File: src/rtl/ar_shift_seq_pkg.sv
// Shared types and default sizes for the ALU result register (AR) stage.
// Contents: command and state encodings, default register and counter widths.
// Imported by the interface, the shift core and the sequencer top.
package ar_pkg;

  localparam int AR_WIDTH = 36;  // nine 4-bit ALU slices
  localparam int AR_CNT_W = 6;   // step counter width

  // Encoding matches the 2-bit cmd bus: 00 HOLD, 01 LOAD, 10 SHL, 11 SHR.
  typedef enum logic [1:0] {
    AR_HOLD = 2'b00,
    AR_LOAD = 2'b01,
    AR_SHL  = 2'b10,
    AR_SHR  = 2'b11
  } ar_cmd_e;

  typedef enum logic [1:0] {
    AR_IDLE = 2'b00,
    AR_RUN  = 2'b01,
    AR_DONE = 2'b10
  } ar_state_e;

  // True for the two shift commands, which are the only ones that can run counted.
  function automatic logic ar_is_shift(input ar_cmd_e c);
    return (c == AR_SHL) || (c == AR_SHR);
  endfunction

endpackage

File: src/rtl/ar_shift_seq_if.sv
// Bundle of the AR stage datapath and control signals (bit 0 is the MSB).
// Inputs: alu_f, alu_cout, cmd, start, step_count, abort, ser_in_l, ser_in_r.
// Outputs: q, link, busy, done. master = driver side, slave = the AR stage.
interface ar_shift_seq_if #(
  parameter int WIDTH = ar_pkg::AR_WIDTH,
  parameter int CNT_W = ar_pkg::AR_CNT_W
);

  logic [0:WIDTH-1] alu_f;
  logic             alu_cout;
  logic [0:1]       cmd;
  logic             start;
  logic [0:CNT_W-1] step_count;
  logic             abort;
  logic             ser_in_l;
  logic             ser_in_r;
  logic [0:WIDTH-1] q;
  logic             link;
  logic             busy;
  logic             done;

  modport master (
    output alu_f, alu_cout, cmd, start, step_count, abort, ser_in_l, ser_in_r,
    input  q, link, busy, done
  );

  modport slave (
    input  alu_f, alu_cout, cmd, start, step_count, abort, ser_in_l, ser_in_r,
    output q, link, busy, done
  );

endinterface

File: src/rtl/ar_shift_seq_core.sv
// Combinational next-state for the AR register: HOLD, LOAD, SHL or SHR.
// Ports: q_i/link_i current value, op_i operation, alu_f_i/alu_cout_i load data,
//        ser_in_l_i/ser_in_r_i fill bits; q_o/link_o next value.
module ar_shift_core
  import ar_pkg::*;
#(
  parameter int WIDTH = AR_WIDTH
) (
  input  logic [0:WIDTH-1] q_i,
  input  logic             link_i,
  input  ar_cmd_e          op_i,
  input  logic [0:WIDTH-1] alu_f_i,
  input  logic             alu_cout_i,
  input  logic             ser_in_l_i,
  input  logic             ser_in_r_i,
  output logic [0:WIDTH-1] q_o,
  output logic             link_o
);

  always_comb begin
    q_o    = q_i;
    link_o = link_i;
    case (op_i)
      AR_LOAD: begin
        q_o    = alu_f_i;
        link_o = alu_cout_i;
      end
      // Left = towards bit 0 (MSB); the bit leaving bit 0 lands in link.
      AR_SHL: begin
        link_o = q_i[0];
        q_o    = {q_i[1:WIDTH-1], ser_in_r_i};
      end
      AR_SHR: begin
        link_o = q_i[WIDTH-1];
        q_o    = {ser_in_l_i, q_i[0:WIDTH-2]};
      end
      default: begin
        q_o    = q_i;
        link_o = link_i;
      end
    endcase
  end

endmodule

File: src/rtl/ar_shift_seq.sv
// AR result register: captures the ALU F bus/carry and runs single or counted shifts.
// Ports: clk, rst_n (async, active low), bus (slave side of ar_shift_seq_if).
// A counted sequence started at edge k shifts on edges k+1..k+N, then pulses done.
module ar_shift_seq
  import ar_pkg::*;
#(
  parameter int WIDTH = AR_WIDTH,
  parameter int CNT_W = AR_CNT_W
) (
  input  logic          clk,
  input  logic          rst_n,
  ar_shift_seq_if.slave bus
);

  ar_state_e        state_q;
  ar_cmd_e          op_q;
  logic [CNT_W-1:0] cnt_q;
  logic [0:WIDTH-1] q_q;
  logic [0:WIDTH-1] q_d;
  logic             link_q;
  logic             link_d;
  logic             busy_q;
  logic             done_q;
  ar_cmd_e          cmd_e;
  ar_cmd_e          op_sel;
  logic [CNT_W-1:0] step_n;

  assign cmd_e  = ar_cmd_e'(bus.cmd);
  assign step_n = bus.step_count;

  // Operation applied to the register at the coming edge. A counted shift does
  // not move on its start edge, and abort freezes the register in both states.
  always_comb begin
    op_sel = AR_HOLD;
    case (state_q)
      AR_IDLE: if (!bus.abort && (!bus.start || !ar_is_shift(cmd_e))) op_sel = cmd_e;
      AR_RUN:  if (!bus.abort) op_sel = op_q;
      default: op_sel = AR_HOLD;
    endcase
  end

  ar_shift_core #(.WIDTH(WIDTH)) u_core (
    .q_i        (q_q),
    .link_i     (link_q),
    .op_i       (op_sel),
    .alu_f_i    (bus.alu_f),
    .alu_cout_i (bus.alu_cout),
    .ser_in_l_i (bus.ser_in_l),
    .ser_in_r_i (bus.ser_in_r),
    .q_o        (q_d),
    .link_o     (link_d)
  );

  always_ff @(posedge clk or negedge rst_n) begin
    if (!rst_n) begin
      state_q <= AR_IDLE;
      op_q    <= AR_HOLD;
      cnt_q   <= '0;
      q_q     <= '0;
      link_q  <= 1'b0;
      busy_q  <= 1'b0;
      done_q  <= 1'b0;
    end else begin
      q_q    <= q_d;
      link_q <= link_d;
      done_q <= 1'b0;
      case (state_q)
        AR_IDLE: begin
          if (!bus.abort && bus.start) begin
            if (ar_is_shift(cmd_e) && (step_n != '0)) begin
              state_q <= AR_RUN;
              op_q    <= cmd_e;
              cnt_q   <= step_n;
              busy_q  <= 1'b1;
            end else begin
              state_q <= AR_DONE;
              done_q  <= 1'b1;
            end
          end
        end
        AR_RUN: begin
          if (bus.abort) begin
            state_q <= AR_IDLE;
            busy_q  <= 1'b0;
          end else begin
            cnt_q <= cnt_q - CNT_W'(1);
            // cnt==1 means this edge performs the final shift.
            if (cnt_q == CNT_W'(1)) begin
              state_q <= AR_DONE;
              busy_q  <= 1'b0;
              done_q  <= 1'b1;
            end
          end
        end
        default: begin
          state_q <= AR_IDLE;
          busy_q  <= 1'b0;
        end
      endcase
    end
  end

  assign bus.q    = q_q;
  assign bus.link = link_q;
  assign bus.busy = busy_q;
  assign bus.done = done_q;

endmodule

File: src/flat_wrapper.sv
// flat-port wrapper written by rule: the top's interface ports become plain ports
module ar_shift_seq_flat import ar_pkg::*;
#(
  parameter int WIDTH = AR_WIDTH,
  parameter int CNT_W = AR_CNT_W
)
  (clk, rst_n, bus_alu_f, bus_alu_cout, bus_cmd, bus_start, bus_step_count, bus_abort, bus_ser_in_l, bus_ser_in_r, bus_q, bus_link, bus_busy, bus_done);
  ar_shift_seq_if #(.WIDTH(WIDTH), .CNT_W(CNT_W)) bus_i ();
  input  logic clk;
  input  logic rst_n;
  input wire logic [$bits(bus_i.alu_f)-1:0] bus_alu_f;
  input wire logic [$bits(bus_i.alu_cout)-1:0] bus_alu_cout;
  input wire logic [$bits(bus_i.cmd)-1:0] bus_cmd;
  input wire logic [$bits(bus_i.start)-1:0] bus_start;
  input wire logic [$bits(bus_i.step_count)-1:0] bus_step_count;
  input wire logic [$bits(bus_i.abort)-1:0] bus_abort;
  input wire logic [$bits(bus_i.ser_in_l)-1:0] bus_ser_in_l;
  input wire logic [$bits(bus_i.ser_in_r)-1:0] bus_ser_in_r;
  output wire logic [$bits(bus_i.q)-1:0] bus_q;
  output wire logic [$bits(bus_i.link)-1:0] bus_link;
  output wire logic [$bits(bus_i.busy)-1:0] bus_busy;
  output wire logic [$bits(bus_i.done)-1:0] bus_done;
  assign bus_i.alu_f = bus_alu_f;
  assign bus_i.alu_cout = bus_alu_cout;
  assign bus_i.cmd = bus_cmd;
  assign bus_i.start = bus_start;
  assign bus_i.step_count = bus_step_count;
  assign bus_i.abort = bus_abort;
  assign bus_i.ser_in_l = bus_ser_in_l;
  assign bus_i.ser_in_r = bus_ser_in_r;
  assign bus_q = bus_i.q;
  assign bus_link = bus_i.link;
  assign bus_busy = bus_i.busy;
  assign bus_done = bus_i.done;
  ar_shift_seq #(.WIDTH(WIDTH), .CNT_W(CNT_W)) u_core (.clk(clk), .rst_n(rst_n), .bus(bus_i));
endmodule
File: config.mk
export PLATFORM = sky130hd
export DESIGN_NAME = ar_shift_seq_flat
export DESIGN_NICKNAME = d
export VERILOG_FILES = /design/src/rtl/ar_shift_seq_pkg.sv /design/src/rtl/ar_shift_seq_if.sv /design/src/rtl/ar_shift_seq_core.sv /design/src/rtl/ar_shift_seq.sv /design/src/flat_wrapper.sv
export SDC_FILE = /design/constraint.sdc
export NUM_CORES = 1
export LEC_CHECK = 0
export CAP_MARGIN = 10
export CORE_UTILIZATION = 40
export DETAILED_ROUTE_END_ITERATION = 16
export GPL_ROUTABILITY_DRIVEN = 0
export HOLD_SLACK_MARGIN = 0.12
export PLACE_DENSITY_LB_ADDON = 0.05
export SYNTH_ARGS = -nofsm -noshare
export SYNTH_HDL_FRONTEND = slang
export SYNTH_HIERARCHICAL = 1
export SYNTH_SLANG_ARGS = --single-unit
File: constraint.sdc
create_clock -name clk -period 3.3 [get_ports clk]
set_input_delay 0.66 -clock clk [delete_from_list [all_inputs] [get_ports clk]]
set_output_delay 0.66 -clock clk [all_outputs]
set_load 0.05 [all_outputs]
* Word level (Yosys, flattened, before mapping)
Cells that the tools add are included.
Storage, ports and cells: flip-flop bits (word level) 49, output and inout port bits 39, word-level logic and storage cells 59
Operators by class: $add $sub $neg 1, equality and inequality tests 11, mux-type cells 24, reduce and logical (&&, ||, !) cells 16
Operators with widths (count):
- one-hot mux 36 bit (3 select lines) | 1
- 2-to-1 mux 6 bit | 3
- 2-to-1 mux 2 bit | 6
- one-hot mux 6 bit (2 select lines) | 1
- equality test 2 bit (second input constant) | 4
- 2-to-1 mux 1 bit | 8
- one-hot mux 2 bit (2 select lines) | 2
- equality test 6 x 1 -> 1 bit (second input constant) | 1
- AND reduction 3 bit | 2
- nonzero test 6 bit | 1
- subtractor 6 x 1 -> 6 bit (second input constant) | 1
- equality test 2 x 1 -> 1 bit (second input constant) | 2
- != test 2 x 1 -> 1 bit (second input constant) | 2
- one-hot mux 1 bit (2 select lines) | 2
- AND reduction 4 bit | 1
- logical AND 1 bit | 3
- zero test 1 bit | 3
- != test 3 x 2 -> 1 bit (second input constant) | 1
- one-hot mux 1 bit (3 select lines) | 1
- nonzero test 3 bit | 1
- zero test 2 bit | 1
- logical OR 1 bit | 2
- != test 2 bit (second input constant) | 1
- AND reduction 2 bit | 1
- nonzero test 2 bit | 1

* Logic depth before layout (Yosys ltp)
Gate-level depths: netlist (run 1).
depth after elaboration 9, depth in mapped cells 7, mapped depth without buffers 5

* Modules after synthesis
The synthesis (run 1) kept the hierarchy.
Modules (own cells, without submodules):
- ar_shift_seq | instances 1, cells each 121, area an instance 1697.9 µm², seq. area each 1226.2 µm²
- ar_shift_core | instances 1, cells each 45, area an instance 942.2 µm², seq. area each 0.0 µm²

* Least setup slack after synthesis (run 1)
Ideal clock, no wire load.
path kind input to register, start input port bus_abort, end register u_core.q_q, in the netlist u_core/bus.q[10], library setup time 0.138 ns, data arrival time 1.954 ns, data required time 3.162 ns, path slack 1.208 ns, stages 6, path through or2_0 > buf_2 > nor2_1 > buf_6 > buf_8 > mux4_2
On the way: word-level cells in the longest chain between the ends 6
Ends and longest elaborated chain:
- from (decl) | RTL line flat_wrapper.sv:16 | input wire logic [$bits(bus_i.abort)-1:0] bus_abort;
- zero test 1 bit
- logical AND 1 bit | RTL line ar_shift_seq.sv:36 | AR_IDLE: if (!bus.abort && (!bus.start || !ar_is_shift(cmd_e))) op_sel = cmd_e;
- 2-to-1 mux 2 bit | RTL line ar_shift_seq.sv:36
- one-hot mux 2 bit (2 select lines) (*) | RTL line ar_shift_seq.sv:35 | case (state_q)
- net u_core.op_sel[1] | RTL line ar_shift_seq.sv:25 | ar_cmd_e op_sel;
- equality test 2 bit or equality test 2 x 1 -> 1 bit (tied branches) | RTL line ar_shift_seq_core.sv:23 | case (op_i)
- one-hot mux 36 bit (3 select lines) (*) | RTL line ar_shift_seq_core.sv:23
- net u_core.q_d, one bit | RTL line ar_shift_seq.sv:19 | logic [0:WIDTH-1] q_d;
- to (signal assigned) | RTL line ar_shift_seq.sv:64 | q_q <= q_d;
- to (decl) | RTL line ar_shift_seq.sv:18 | logic [0:WIDTH-1] q_q;
Mark *: on every way through the listed nets, which the timed path passes. The rest lies on a longest branch. A chain may end at the register's enable or synchronous reset.

* Final worst setup path (run 1)
start input port bus_abort, end register u_core.q_q, in the netlist u_core/bus.q[3]
Same word-level chain as after synthesis.

==> key figures, run 1 <==
Synth
  • Yosys top cell by area: dfrtp_1
  • Synth Instances: 166
  • Synth top area share: 0.464
  • Syn Nets: 219
  • Synth warnings: 6
  • Sequential area share after synthesis: 0.464
  • Synth Area per Inst: 15.9 um2
  • #FFs+latches synth: 49
  • Mapped Area: 0.00264 mm2
  • Most area-consuming cells after synthesis: dfrtp_1 (46%), mux4_2 (26%), mux4_1 (6.0%), a21oi_1 (2.5%), buf_12 (1.5%)
  • Unique cell type count in the Yosys netlist: 37

Floorplanning
  • # IOs: 90
  • Die width: 83.2 um
  • Core area: 0.00635 mm2
  • Die ar.: 0.00693 mm2
  • Die height: 83.2 um
  • Core Rows: 29
  • Initial Util: 0.416

STA
  • FMAX: 388 MHz
  • Total negative slack: 0 ps
  • Part of the cycle the worst path needs: 0.782
  • Endpoints failing setup: 0
  • Min Clock Period, post-route: 2580 ps
  • Fin. max-slew vios: 0
  • Final hold vios: 0
  • Max_slew headroom: 0.261
  • Final Skew: 10.2 ps
  • Worst Tran Pin Value: 1110 ps
  • RSZ-0062 raised after global routing: false

Run
  • Max Cap Viol: 0

Clocking
  • Postcts setup bufs: 0
  • CTS tree: done
  • Clock-pin slew on the worst setup and hold paths: 100 ps
  • H-tree levels: 2
  • Hold buffer count at cts: 0
  • Post-cts resize count: 0
  • Clock Sink Count: 49
  • Maximum buffer depth of the clock tree: 2
  • Inserted Clock Buffers: 5
  • Root buf cell: clkbuf_8
  • Clk_lat worst skew: 300 ps

Power
  • Power density over the cells: 912 mW/mm2
  • Max IR drop VDD: 0.000635 V
  • Part of the power in registers: 0.340
  • Combinational Power Share: 0.554
  • Leak Pwr: 0.00138 uW
  • Design Power: 3360 uW
  • Clk pwr share: 0.106
  • Int Pwr: 1770 uW
  • Switching Share: 0.474
  • Switching Power: 1590 uW

Setup path
  • Worst path required time: 3470 ps
  • Critical path type: in -> reg
  • Crit path DAT: 2750 ps
  • Reg2Reg Setup Slack: 1180 ps
  • Worst setup EP type: register
  • Crit Path Max Fanout: 37
  • Setup crit start kind: input port

Detailed routing
  • Pre-antenna DRT Iters: 4
  • Via density: 5.45
  • Final wirelength: 5.73 mm
  • Detail Route Antenna Nets: 0
  • Routed length per instance: 17.2 um
  • 1st-iter DRT viols: 80
  • Via Count: 1816
  • Post-route DRC: 0

Run status
  • Status: complete, no violations

Worst hold path
  • Worst min path class: reg -> reg

Final layout
  • Final design utilization: 0.581
  • Antenna cells: 0
  • Multi-input logic area: 0.00132 mm2
  • # nets final: 308
  • Fillers: 502
  • Register area: 0.00123 mm2
  • Layout cell share with drive strength beyond 1: 0.203
  • Syn-to-layout area delta: 39.7%

Place
  • HPWL Detailed: 4.15 mm
  • I/O Buffers: 89

Global routing
  • Total GRT Usage: 0.179
  • Initial antenna violation count: 0
  • Global route total overflow: 0
  • Vias in the first global route: 1901
  • Largest net degree at the start of global routing: 50
  • Global-route wire length before repair: 9.72 mm
## layer usage
metal,vias to the layer above,track usage,wire length [um]
li1,851,-,-
met1,915,0.262,2630
met2,45,0.270,2770
met3,5,0.0447,280
met4,0,0.0423,46
met5,-,0,0
## power by group through the flow
stage / clock network, uW / registers [uW] / logic, uW
2_1_floorplan: 0 / 1890 / 442
3_3_place_gp: 0 / 1160 / 1850
3_5_place_dp: 0 / 1140 / 1880
4_1_cts: 372 / 1150 / 1870
5_1_grt: 397 / 1200 / 1940
6_report: 357 / 1150 / 1860
## critical path, cell delays in order
cell             delay [ps]
clkdlybuf4s50_1         500
or2_0                   500
nor2_4                  220
buf_12                  260
mux4_1                  590
## metrics by stage
step	setup slack (ps)	cells	area (um2)	hold WS (ps)
floorplan	1210	166	2640	364
global route	617	333	3690	503
global placement	455	325	3600	463
finish	720	333	3690	485
CTS	720	333	3690	489
detailed placement	406	325	3600	465
## final cells by class
| cell class | count | share of cell area |
|---|---|---|
| clock inverter | 3 | 0.00611 |
| inverter | 4 | 0.00407 |
| tap | 77 | 0.0261 |
| multi-input combinational | 102 | 0.357 |
| timing repair buffer | 93 | 0.255 |
| clock buffer | 5 | 0.0187 |
| sequential | 49 | 0.333 |
## layout by cell type, fill, tap and decap left out, types with 4 or more instances in the layout
master | synthesis | layout
inv_1 | 4 | 4
clkdlybuf4s50_1 | 0 | 88
dfrtp_1 | 49 | 49
a21oi_1 | 13 | 12
clkbuf_8 | 0 | 5
mux4_1 | 6 | 6
nor3_1 | 4 | 4
mux4_2 | 31 | 31
nor2_1 | 8 | 7
o21ai_0 | 4 | 4
## synth_stat cells (all sizes together)
master	number
a32oi	1
nand2b	2
a22o	1
a21oi	13
or4	1
o31ai	2
nand4	2
nor4	2
dfrtp	49
nor2b	1
nand4b	2
inv	4
buf	10
a221oi	1
nor3	5
a211oi	1
or2	3
nand2	3
ha	2
nor2	8
mux4	37
clkbuf	1
o311ai	1
nand3	2
mux2	1
o21ai	4
a31oi	1
a21o	3
nor3b	2
and3b	1
## kinds of logic after synthesis
| family | count (synthesis) | synth area share |
|---|---|---|
| compound gates | 28 | 0.0782 |
| flops | 49 | 0.464 |
| simple gates | 34 | 0.0744 |
| fa+ha+maj | 2 | 0.00948 |
| buf+inv | 15 | 0.0436 |
| mux | 38 | 0.330 |
## final timing paths
check | cells past startpoint | end | startpoint
setup / recovery | 5 | u_core/bus.q[3] | bus_abort
max in group asynchronous | 1 | u_core/bus.q[26] | rst_n
setup reg to reg | 4 | u_core/bus.q[3] | u_core/state_q[1]
hold / removal | 1 | u_core/bus.busy | u_core/bus.busy
min in group asynchronous | 1 | u_core/cnt_q[4] | rst_n
hold reg to reg | 1 | u_core/bus.busy | u_core/bus.busy
## registers in the layout, summed over array words and instances, names as in the netlist
| register | cells |
|---|---|
| u_core/bus.busy | 1 |
| u_core/bus.done | 1 |
| u_core/bus.link | 1 |
| u_core/bus.q | 36 |
| u_core/cnt_q | 6 |
| u_core/op_q | 2 |
| u_core/state_q | 2 |
Power figures use the tool's default switching activity.
==> run 2, diff against run 1 <==
==> constraint.sdc (replaced) <==
create_clock -name clk -period 2.7 [get_ports clk]
set_input_delay 0.54 -clock clk [delete_from_list [all_inputs] [get_ports clk]]
set_output_delay 0.54 -clock clk [all_outputs]
set_load 0.05 [all_outputs]
==> run 2 against run 1 <==
Net effect: cell count increased by 2.4%; clock skew grew 2.0 ps; worst hold slack got worse by 290 ps.
==> key figures, run 2 (same netlist as run 1, synthesis figures left out) <==
Power
  • Clk pwr share: 0.130 (+0.024)
  • Part of the power in registers: 0.328 (-0.012)
  • Combinational Power Share: 0.542 (-0.012)
  • Switching Power: 1950 uW (+22%)
  • Max IR drop VDD: 0.000794 V (+25%)
  • Switching Share: 0.459 (-0.0148)
  • Design Power: 4250 uW (+26%)
  • Leak Pwr: 0.00144 uW (+4.9%)
  • Int Pwr: 2300 uW (+30%)
  • Power density over the cells: 1120 mW/mm2 (+23%)

Clocking
  • CTS tree: done
  • H-tree levels: 2 (unchanged)
  • Inserted Clock Buffers: 5 (unchanged)
  • Maximum buffer depth of the clock tree: 2 (unchanged)
  • Clock Sink Count: 49 (unchanged)
  • Clock-pin slew on the worst setup and hold paths: 100 ps (about the same)
  • Clk_lat worst skew: 310 ps (about the same)
  • Hold buffer count at cts: 0 (unchanged)
  • Postcts setup bufs: 0 (unchanged)
  • Post-cts resize count: 0 (unchanged)
  • Root buf cell: clkbuf_8

Detailed routing
  • 1st-iter DRT viols: 80 (unchanged)
  • Via Count: 1876 (+3.3%)
  • Via density: 5.50 (+0.88%)
  • Detail Route Antenna Nets: 0 (unchanged)
  • Post-route DRC: 0 (unchanged)
  • Routed length per instance: 17.5 um (+1.9%)
  • Pre-antenna DRT Iters: 4 (unchanged)
  • Final wirelength: 5.98 mm (+4.3%)

Final layout
  • Commonest non-fill, non-tap cell in the layout: clkdlybuf4s50_1
  • Layout cell share with drive strength beyond 1: 0.227 (+0.0241)
  • Antenna cells: 0 (unchanged)
  • Most frequent cells in the layout: clkdlybuf4s50_1 (88), dfrtp_1 (49), mux4_2 (31)
  • Syn-to-layout area delta: 44.0%
  • # nets final: 316 (+2.6%)
  • Max reg flops: 36 (unchanged)

Setup path
  • Reg2Reg Launch Point: u_core/state_q[0]
  • CP Capture Point: u_core/bus.q[5]
  • Critical path type: in -> reg
  • Worst setup EP type: register
  • Worst Reg-to-Reg Cells: 5 (+1)
  • CP startpoint: bus_cmd[1]
  • Reg2Reg Setup Slack: 710 ps (-470 ps)
  • Crit path DAT: 2390 ps (-360 ps)
  • Worst path required time: 2870 ps (-600 ps)
  • Crit Path Max Fanout: 17 (-54%)
  • Setup crit start kind: input port
  • Reg2reg end: u_core/bus.q[5]

STA
  • Worst setup slack after layout: 483 ps (-237 ps)
  • Final hold vios: 0 (unchanged)
  • Part of the cycle the worst path needs: 0.821
  • Final Skew: 12.2 ps (+2.02 ps)
  • Min Clock Period, post-route: 2220 ps
  • Fin. max-slew vios: 0 (unchanged)
  • Worst Tran Pin Value: 641 ps (-468 ps)
  • Total negative slack: 0 ps (unchanged)
  • FMAX: 451 MHz
  • Endpoints failing setup: 0 (unchanged)
  • Max_slew headroom: 0.572 (+0.311)
  • RSZ-0062 raised after global routing: false

Worst hold path
  • Worst min path class: in -> async

Floorplanning
  • Core area: 0.00635 mm2 (unchanged)
  • # IOs: 90 (unchanged)
  • Die ar.: 0.00693 mm2 (unchanged)
  • Die width: 83.2 um (unchanged)
  • Die height: 83.2 um (unchanged)
  • Core Rows: 29 (unchanged)
  • Initial Util: 0.416 (unchanged)

Global routing
  • Total GRT Usage: 0.187 (+0.00807)
  • Largest net degree at the start of global routing: 24 (-52%)
  • Initial antenna violation count: 0 (unchanged)
  • Global-route wire length before repair: 10.1 mm (+3.9%)
  • Vias in the first global route: 1975 (+3.9%)
  • Global route total overflow: 0 (unchanged)

Run status
  • Status: complete, no violations

Place
  • Pre-CTS WS: 143 ps (-263 ps)
  • I/O Buffers: 89 (unchanged)
  • HPWL Detailed: 4.45 mm (+7.1%)

Run
  • Max Cap Viol: 0 (unchanged)
-- run 2: worst min-delay path by stage --
stage	depth (start not counted)	start	to	slack [ps]
finish	1	rst_n	u_core/bus.busy	190
global route	1	rst_n	u_core/state_q[1]	220
CTS	1	rst_n	u_core/bus.busy	200
detailed placement	1	u_core/op_q[1]	u_core/op_q[1]	470
global placement	1	u_core/op_q[1]	u_core/op_q[1]	470
floorplan	0	rst_n	u_core/bus.busy	240
-- run 2: through the flow --
step,cell area [um2],hold slack (ps),util,instances
after floorplan,2640,244,-,166
after global placement,3680,465,0.580,333
after detailed placement,3680,467,0.580,333
after CTS,3800,203,0.599,341
after global routing,3800,223,0.599,341
final,3800,195,0.599,341
-- run 2: worst max-delay path: stages --
cell             delay (ps)
clkdlybuf4s50_1         560
nor3b_1                 240
a21oi_1                 100
nor2_4                  180
buf_12                  200
mux4_1                  570
-- run 2: power groups by stage --
stage | clock network, uW | registers, uW | logic [uW]
CTS | 577 | 1390 | 2320
detailed placement | 0 | 1400 | 2310
global placement | 0 | 1400 | 2290
global route | 606 | 1460 | 2390
finish | 554 | 1390 | 2300
floorplan | 0 | 2310 | 540
-- run 2: area by class of cell --
cell class                 instances  area (um2)
tap                               77        96.3
inverter                           4        15.0
multi-input combinational        102        1320
sequential                        49        1230
clock inverter                     2        37.5
fill                             525        2550
timing repair buffer             101        1030
clock buffer                       6        82.6
-- run 2: metal layers --
layer,vias to the layer above,track usage,routed length (um)
met4,0,0.0423,53
met1,948,0.273,2720
met3,7,0.0517,342
met5,-,0,0
met2,58,0.281,2860
li1,863,-,-
==> run 3, diff against run 2 <==
==> constraint.sdc (replaced) <==
create_clock -name clk -period 2.32 [get_ports clk]
set_input_delay 0.464 -clock clk [delete_from_list [all_inputs] [get_ports clk]]
set_output_delay 0.464 -clock clk [all_outputs]
set_load 0.05 [all_outputs]
==> run 3 against run 2 <==
Net effect: sequential share of layout area down 0.30 points; clock power up 14%; global-route usage down 0.59 points; core utilization up 0.57 points; first-iteration DRC count down 34%; total power up 16%; clock-buffer cell count up 1; combinational power up 16%; clock skew down 7.2 ps; flip-flop and latch count unchanged; worst setup slack worse by 240 ps; critical endpoint is now u_core/bus.q[25].
==> key figures, run 3 (same netlist as run 1, synthesis figures left out) <==
Setup path
  • Worst path required time: 2500 ps (-370 ps)
  • Worst setup EP type: register
  • Crit path DAT: 2260 ps (-130 ps)
  • Crit Path Max Fanout: 10 (-7)
  • CP Cell Sequence: clkdlybuf4s50_1 -> nor3b_1 -> a21oi_1 -> nor2_4 -> buf_4 -> mux4_2
  • Critical path's largest stage delay: 530 ps (-40 ps)
  • Max stage delay cell, worst path: mux4_2
  • Setup crit start kind: input port
  • Critical path type: in -> reg

Detailed routing
  • Pre-antenna DRT Iters: 4 (unchanged)
  • Met1 Wirelength: 2.56 mm (-6.1%)
  • Top sig layer: met4
  • Met3 routed WL: 327 um (-4.4%)
  • Detail Route Antenna Nets: 0 (unchanged)
  • Met2 wire len: 2.81 mm (-1.6%)
  • Via Count: 1890 (+0.75%)
  • 1st-iter DRT viols: 53 (-34%)
  • Final wirelength: 5.74 mm (-4.0%)
  • Post-route DRC: 0 (unchanged)
  • Routed length per instance: 16.5 um (-5.9%)
  • Via density: 5.43 (-1.3%)

Clocking
  • Post-cts resize count: 0 (unchanged)
  • Inserted Clock Buffers: 5 (unchanged)
  • Clock-pin slew on the worst setup and hold paths: 90 ps (about the same)
  • CTS tree: done
  • H-tree levels: 2 (unchanged)
  • Maximum buffer depth of the clock tree: 2 (unchanged)
  • Root buf cell: clkbuf_8
  • Postcts setup bufs: 0 (unchanged)
  • Clock Sink Count: 49 (unchanged)
  • Clk_lat worst skew: 300 ps (about the same)
  • Hold buffer count at cts: 0 (unchanged)

STA
  • Fin. max-slew vios: 0 (unchanged)
  • Final hold vios: 0 (unchanged)
  • Part of the cycle the worst path needs: 0.897
  • Worst Tran Pin Value: 661 ps (+20.4 ps)
  • Endpoints failing setup: 0 (unchanged)
  • Min Clock Period, post-route: 2080 ps
  • Final Skew: 5.08 ps (-7.16 ps)
  • FMAX: 481 MHz
  • Max_slew headroom: 0.558 (-0.0136)
  • RSZ-0062 raised after global routing: false

Final layout
  • Multi-input logic area: 0.00132 mm2 (unchanged)
  • Fillers: 513 (-2.3%)
  • # nets final: 323 (+2.2%)
  • Cell area after layout: 0.00384 mm2 (+0.95%)
  • Commonest non-fill, non-tap cell in the layout: clkdlybuf4s50_1
  • Layout cell share with drive strength beyond 1: 0.244 (+0.0163)
  • Antenna cells: 0 (unchanged)
  • Most frequent cells in the layout: clkdlybuf4s50_1 (88), dfrtp_1 (49), mux4_2 (31)
  • Register area: 0.00123 mm2 (unchanged)
  • Max reg flops: 36 (unchanged)
  • Syn-to-layout area delta: 45.4%

Floorplanning
  • Core area: 0.00635 mm2 (unchanged)
  • Die height: 83.2 um (unchanged)
  • Initial Util: 0.416 (unchanged)
  • Die ar.: 0.00693 mm2 (unchanged)
  • Core Rows: 29 (unchanged)
  • # IOs: 90 (unchanged)
  • Die width: 83.2 um (unchanged)

Global routing
  • Global-route wire length before repair: 9.75 mm (-3.4%)
  • Vias in the first global route: 1921 (-2.7%)
  • Global route total overflow: 0 (unchanged)
  • Largest net degree at the start of global routing: 50 (+110%)
  • Initial antenna violation count: 0 (unchanged)
  • Total GRT Usage: 0.181 (-0.00593)

Place
  • HPWL Detailed: 4.30 mm (-3.3%)
  • DP Area: 0.00372 mm2 (+1.1%)
  • I/O Buffers: 89 (unchanged)

Power
  • Design Power: 4920 uW (+16%)
  • Leak Pwr: 0.00148 uW (+2.4%)
  • Power density over the cells: 1280 mW/mm2 (+15%)
  • Max IR drop VDD: 0.000738 V (-7.1%)

Run status
  • Status: complete, no violations

Run
  • Max Cap Viol: 0 (unchanged)

Worst hold path
  • Worst min path class: in -> async
-- run 3: changes by cell type in the layout (fill, tap and decap cells not counted) --
cell and delta:
buf_12 -1, clkbuf_1 +1, clkinvlp_4 -1, buf_4 +8
-- run 3: power by group --
part           internal (uW)  leakage (uW)  switching, uW
Combinational           1100      0.000844           1570
Clock                    352     0.0000585            280
Sequential              1220      0.000577            392
Total                   2680       0.00148           2240
-- run 3: critical path, delay by kind of cell --
family	cells	cell delay, ps
muxes	1	530
buffers and inverters	2	730
AOI/OAI and AO/OA	1	110
and+or+nand+nor	2	430
-- run 3: path summary, 6_finish.rpt --
| kind | startpoint | endpoint | slack [ps] | cells past startpoint |
|---|---|---|---|---|
| setup / recovery | bus_cmd[1] | u_core/bus.q[25] | 240 | 6 |
| min in group clk | u_core/bus.busy | u_core/bus.busy | 480 | 1 |
| setup reg to reg | u_core/state_q[0] | u_core/bus.q[25] | 300 | 5 |
| max in group asynchronous | rst_n | u_core/bus.q[9] | 1960 | 2 |
| hold / removal | rst_n | u_core/cnt_q[2] | 120 | 2 |
| hold reg to reg | u_core/bus.busy | u_core/bus.busy | 480 | 1 |
-- run 3: area by class of cell --
type	count	share of cell area
multi-input combinational	102	0.343
inverter	4	0.00391
clock buffer	7	0.0225
timing repair buffer	108	0.278
clock inverter	1	0.00783
tap	77	0.0251
sequential	49	0.320
-- run 3: routing by layer --
metal | vias up | global-route usage
li1 | 879 | -
met1 | 957 | 0.252
met2 | 52 | 0.282
met3 | 2 | 0.0497
met4 | 0 | 0.0470
met5 | - | 0
-- run 3: through the flow --
step / hold slack, ps / instances / utilization / worst slack [ps] / TNS (ps)
3_3_place_gp: 462 / 340 / 0.586 / -62.9 / -848
6_report: 120 / 348 / 0.604 / 240 / 0
3_5_place_dp: 464 / 340 / 0.586 / -64.7 / -677
4_1_cts: 137 / 348 / 0.604 / 258 / 0
2_1_floorplan: 168 / 166 / - / 424 / 0
5_1_grt: 140 / 348 / 0.604 / 182 / 0
